$ cat src/rtl/tetris_score_pkg.sv
// Shared definitions for the Tetris scoring stage: FSM states, ceilings and
// the row-count to base-points table.
package tetris_score_pkg;

  typedef enum logic [1:0] {
    ST_IDLE   = 2'd0,
    ST_ACCUM  = 2'd1,
    ST_UPDATE = 2'd2
  } state_e;

  localparam int unsigned SCORE_MAX = 9999;
  localparam int unsigned LINES_MAX = 999;
  localparam int unsigned LEVEL_MAX = 9;

  // Base points for a clear of 1..4 rows; anything else scores nothing.
  function automatic logic [3:0] base_points(input logic [2:0] rows);
    case (rows)
      3'd1:    return 4'd1;
      3'd2:    return 4'd3;
      3'd3:    return 4'd5;
      3'd4:    return 4'd8;
      default: return 4'd0;
    endcase
  endfunction

endpackage

$ cat src/rtl/score_sat_add.sv
// Combinational saturating adder: 14-bit a plus 4-bit b, clamped at CEIL.
module score_sat_add #(
  parameter int unsigned CEIL = 9999
) (
  input  logic [13:0] a_i,
  input  logic [3:0]  b_i,
  output logic [13:0] sum_o
);

  // One extra bit of headroom so the raw sum can never wrap before the clamp.
  logic [14:0] raw_sum;

  // Add, then clamp to the ceiling.
  always_comb begin
    raw_sum = {1'b0, a_i} + {11'd0, b_i};
    sum_o   = (raw_sum > 15'(CEIL)) ? 14'(CEIL) : raw_sum[13:0];
  end

endmodule

$ cat src/rtl/score_keeper.sv
// Tetris scoring stage: accepts line-clear events and drop bonuses, keeps a
// saturating score, line total, level and session high score.
module score_keeper #(
  parameter int unsigned SCORE_MAX       = tetris_score_pkg::SCORE_MAX,
  parameter int unsigned LINES_MAX       = tetris_score_pkg::LINES_MAX,
  parameter int unsigned LINES_PER_LEVEL = 10,
  parameter int unsigned LEVEL_MAX       = tetris_score_pkg::LEVEL_MAX
) (
  input  logic        clk,
  input  logic        reset,
  input  logic        new_game,
  input  logic        clear_valid,
  input  logic [2:0]  clear_lines,
  output logic        clear_ready,
  input  logic        drop_bonus,
  output logic [13:0] score,
  output logic [13:0] high_score,
  output logic [9:0]  lines,
  output logic [3:0]  level,
  output logic        busy
);
  import tetris_score_pkg::*;

  state_e      state_q, state_d;
  logic [13:0] score_q, score_d;
  logic [13:0] high_q, high_d;
  logic [9:0]  lines_q, lines_d;
  logic [3:0]  level_q, level_d;
  logic [3:0]  base_q, base_d;
  logic [3:0]  reps_q, reps_d;
  logic [2:0]  rows_q, rows_d;

  logic        handshake;
  logic [3:0]  event_base;
  logic [3:0]  add_b;
  logic [13:0] add_sum;
  logic [10:0] lines_raw;
  logic [9:0]  lines_new;

  // Level from the line total via a compare chain against multiples of
  // LINES_PER_LEVEL, capped at LEVEL_MAX.
  function automatic logic [3:0] level_of(input logic [9:0] l);
    logic [3:0] lv;
    lv = '0;
    for (int unsigned k = 1; k <= LEVEL_MAX; k++) begin
      if (32'(l) >= k * LINES_PER_LEVEL) lv = 4'(k);
    end
    return lv;
  endfunction

  assign clear_ready = (state_q == ST_IDLE);
  assign busy        = ~clear_ready;
  assign handshake   = clear_valid & clear_ready;
  assign event_base  = base_points(clear_lines);

  // The single adder serves both the multiply-by-repeated-addition and the
  // drop bonus; they can never be active in the same cycle.
  assign add_b = (state_q == ST_ACCUM) ? base_q : 4'd1;

  score_sat_add #(.CEIL(SCORE_MAX)) u_add (
    .a_i   (score_q),
    .b_i   (add_b),
    .sum_o (add_sum)
  );

  // Saturating line total used by the UPDATE state.
  always_comb begin
    lines_raw = {1'b0, lines_q} + {8'd0, rows_q};
    lines_new = (lines_raw > 11'(LINES_MAX)) ? 10'(LINES_MAX) : lines_raw[9:0];
  end

  // Next-state logic for the FSM and all datapath registers.
  always_comb begin
    // NOTE: every output of this block is defaulted first so no path leaves a
    // signal unassigned, which would otherwise infer a latch.
    state_d = state_q;
    score_d = score_q;
    high_d  = high_q;
    lines_d = lines_q;
    level_d = level_q;
    base_d  = base_q;
    reps_d  = reps_q;
    rows_d  = rows_q;

    case (state_q)
      ST_IDLE: begin
        if (handshake) begin
          // Illegal row counts complete the handshake but are discarded.
          if (event_base != 4'd0) begin
            base_d  = event_base;
            reps_d  = level_q + 4'd1;
            rows_d  = clear_lines;
            state_d = ST_ACCUM;
          end
        end else if (drop_bonus) begin
          score_d = add_sum;
          high_d  = (add_sum > high_q) ? add_sum : high_q;
        end
      end
      ST_ACCUM: begin
        score_d = add_sum;
        reps_d  = reps_q - 4'd1;
        if (reps_q == 4'd1) state_d = ST_UPDATE;
      end
      ST_UPDATE: begin
        lines_d = lines_new;
        level_d = level_of(lines_new);
        high_d  = (score_q > high_q) ? score_q : high_q;
        state_d = ST_IDLE;
      end
      default: state_d = ST_IDLE;
    endcase

    // A new game wipes the round and any award still being accumulated.
    if (new_game) begin
      state_d = ST_IDLE;
      score_d = '0;
      lines_d = '0;
      level_d = '0;
    end
  end

  // State registers with synchronous reset.
  always_ff @(posedge clk) begin
    // NOTE: non-blocking assignments so every register samples the pre-edge
    // values, independent of statement order.
    if (reset) begin
      state_q <= ST_IDLE;
      score_q <= '0;
      high_q  <= '0;
      lines_q <= '0;
      level_q <= '0;
      base_q  <= '0;
      reps_q  <= '0;
      rows_q  <= '0;
    end else begin
      state_q <= state_d;
      score_q <= score_d;
      high_q  <= high_d;
      lines_q <= lines_d;
      level_q <= level_d;
      base_q  <= base_d;
      reps_q  <= reps_d;
      rows_q  <= rows_d;
    end
  end

  assign score      = score_q;
  assign high_score = high_q;
  assign lines      = lines_q;
  assign level      = level_q;

endmodule

$ cat config.mk
export PLATFORM = sky130hd
export DESIGN_NAME = score_keeper
export DESIGN_NICKNAME = d
export VERILOG_FILES = /design/src/rtl/tetris_score_pkg.sv /design/src/rtl/score_sat_add.sv /design/src/rtl/score_keeper.sv
export SDC_FILE = /design/constraint.sdc
export NUM_CORES = 1
export LEC_CHECK = 0
export BUFFER_PORTS_ARGS = -buffer_cell sky130_fd_sc_hd__clkbuf_2
export CAP_MARGIN = 10
export CORE_MARGIN = 2
export CORE_UTILIZATION = 50
export DETAILED_ROUTE_END_ITERATION = 10
export HOLD_SLACK_MARGIN = 0.15
export PLACE_DENSITY = 0.68
export SYNTH_ARGS = -nofsm -noshare
export SYNTH_HDL_FRONTEND = slang
export SYNTH_SLANG_ARGS = --single-unit
$ cat constraint.sdc
create_clock -name clk -period 9.64 [get_ports clk]
set_clock_uncertainty 0.2 [all_clocks]
set_input_delay 1.446 -clock clk [delete_from_list [all_inputs] [get_ports clk]]
set_output_delay 1.446 -clock clk [all_outputs]
set_load 0.005 [all_outputs]
==> impl_results.md <==
* Leak at 0.00191 uW
* Post-CTS Resized at 0
* Ant. Diodes at 0
* CTS sink count at 55
* Layout cells sized above 1 at 0.143
* Syn avg cell area at 7.74 um2
* Peak Freq at 164 MHz
* Final hold violations at 0
* Relative slew margins at 0.466
* Met3 Track Usage GR at 0.0329
* TNS Setup at 0 ps
* Power Dens Cells at 107 nW/um2
* Critical path required time at 9680 ps
* Largest net degree at the start of global routing at 29
* WL/cell at 17.3 um
* Mapped Area at 4260 um2
* Main synth FF type: dfxtp_1
* Slew at the pin with the worst max-slew slack at 801 ps
* Sequential Area at 1100 um2
* Chip width at 96.3 um
* Status: finished, final reports clean
* Post-route DRC at 0
* First-pass GRT wire length at 19.3 mm
* Post-route ant nets at 0
* Layout fillers at 793
* Final Critical Period at 6100 ps
* Worst VDD drop at 0.0578 mV
* RSZ-0062 raised after global routing: false
* GP Congestion at 0.845
* Layout area overhead at 8.58%
* CTS Buffer Depth at 2
* Worst-path clk slew at 120 ps
* Number of max-cap violations at 0
* Total GRT Usage at 0.265
* Fin. max-slew vios at 0
* Die ar. at 9270 um2
* CTS H-tree lvls at 2
* Final nets at 628
* CTS tree: done
* Critical path endpoint category: flip-flop
* Final worst path period share at 0.633
* GR peak layer: met2
* Final wirelength at 11.8 mm
* Core Util, Final at 0.563
* Synth top area share at 0.259
* Met1 GRT Util at 0.341
* I/O Buffers at 51
* Routed vias/inst at 6.20
* Core area at 8220 um2
* Num ports at 52
* GR Overflow Total at 0
* Multi-input gate area at 2900 um2
* Root Buffer: clkbuf_8
* Via count at 4252
* M2 GR Usage at 0.474
* Number of synthesized flops with an enable pin at 0
* Num CTS Buffers at 5
* Class of the worst hold path: flip-flop to flip-flop
* DRT Pass-1 Iters at 5
* Vias in the first global route at 3934
* Synth warn at 0
* Synth unique cells at 76
* Synthesized Nets at 598
* Cells after Synth at 550
* Post-CTS Setup Bufs at 0
* Synth async-reset ratio at 0
* Most area-consuming cells after synthesis: dfxtp_1 (26%), ha_1 (11%), nand2_1 (5.8%)
* Cts-stage hold buffer count at 0
* Initial drt markers at 315
* Initial antenna violation count at 0
* Final HPWL DP at 8.89 mm
* Synth area leader: dfxtp_1
* Die H at 96.3 um
* # setup viols final at 0
* Worst Path Max Fanout at 13
* #FFs+latches synth at 55
* CP arrival at 6140 ps
* Crit Path Class: flip-flop to flip-flop
* Startpoint Class: flip-flop
* Initial Util at 0.518
* Num rows at 33
* Sequential area share after synthesis at 0.259
* Clk_lat worst skew at 330 ps
==> Yosys cell counts, types with 6 or more instances <==
| cell | number |
|---|---|
| inv_1 | 28 |
| xnor2_1 | 9 |
| a211oi_1 | 6 |
| o32ai_1 | 6 |
| a211o_1 | 7 |
| a31oi_1 | 11 |
| nor2_1 | 49 |
| nand2_1 | 66 |
| ha_1 | 38 |
| dfxtp_1 | 55 |
| buf_2 | 10 |
| nor3_1 | 16 |
| nand3_1 | 13 |
| nor4_1 | 6 |
| clkbuf_1 | 18 |
| o21ai_0 | 34 |
| and2_1 | 7 |
| or3_1 | 6 |
| nand2b_1 | 6 |
| nor2b_1 | 6 |
| nand4_1 | 11 |
| a21oi_1 | 33 |
==> cell usage in the layout (no fill, tap or decap), types with 7 or more instances in the layout <==
cell,Yosys,routed
dfxtp_1,55,55
ha_1,38,38
xnor2_1,9,9
inv_1,28,28
nand3_1,13,13
and2_1,7,7
nand2_1,66,66
o21ai_0,34,34
a31oi_1,11,11
nor3_1,16,16
a21oi_1,33,33
a211o_1,7,7
clkbuf_2,1,51
nor2_1,49,49
nand4_1,11,11
==> metrics by stage <==
stage / worst slack [ps] / area [um2] / power, uW / hold slack, ps / cells
after floorplan: 4910 / 4260 / 324 / 227 / 550
after global placement: 4050 / 4530 / 356 / 246 / 678
after detailed placement: 3680 / 4530 / 358 / 256 / 678
after CTS: 3620 / 4620 / 498 / 273 / 686
after global routing: 3250 / 4620 / 522 / 293 / 686
final: 3540 / 4620 / 497 / 271 / 686
==> kinds of logic after synthesis <==
logic type               synth area share
AO/OA/AOI/OAI                       0.269
flip-flops                          0.259
adder cells (fa/ha/maj)             0.121
buffers and inverters              0.0614
multiplexers                       0.0120
XOR/XNOR                           0.0288
AND/OR/NAND/NOR                     0.249
==> sequential cells by signal, indices dropped and copies added, names as in the netlist <==
register / cells
state_q: 2
reps_q: 4
base_q: 4
level: 4
high_score: 14
score: 14
rows_q: 3
lines: 10
==> where the power goes <==
group	total (uW)	switching, uW	internal [uW]
clock network	143	88.8	53.8
registers	247	9.96	237
logic	107	63.2	44.0
total	497	162	335
==> layout make-up <==
class / count / share of cell area
Sequential cell: 55 / 0.238
Inverter: 28 / 0.0227
Multi-Input combinational cell: 434 / 0.627
Clock inverter: 3 / 0.00568
Timing Repair Buffer: 56 / 0.0633
Tap cell: 105 / 0.0284
Clock buffer: 5 / 0.0149
==> path summary, 6_finish.rpt <==
path | start | endpoint | slack (ps) | cells after the start
max reg2reg | state_q[0] | high_score[0] | 3540 | 19
max | state_q[0] | high_score[0] | 3540 | 19
min reg2reg | base_q[3] | base_q[3] | 270 | 2
min | base_q[3] | base_q[3] | 270 | 2
==> worst max-delay path, stage by stage, from the launching register on <==
cell	delay [ps]
dfxtp_1	470
nor2b_1	540
nand2b_1	130
ha_1	250
fa_1	410
nand3_1	140
and2_1	270
nor2_1	130
or4_1	500
a21oi_2	480
or2_1	330
nor2_1	80
ha_1	310
o21ai_0	90
a21oi_1	150
o41ai_1	90
a211o_1	280
a221oi_1	690
nand2_1	230
o221ai_1	240
==> metal layers <==
layer,vias up,routed length [um]
li1,2082,-
met5,-,0
met3,18,779
met2,143,5830
met1,2009,5050
met4,0,173
Note: power is estimated with default switching activity, not from simulation.
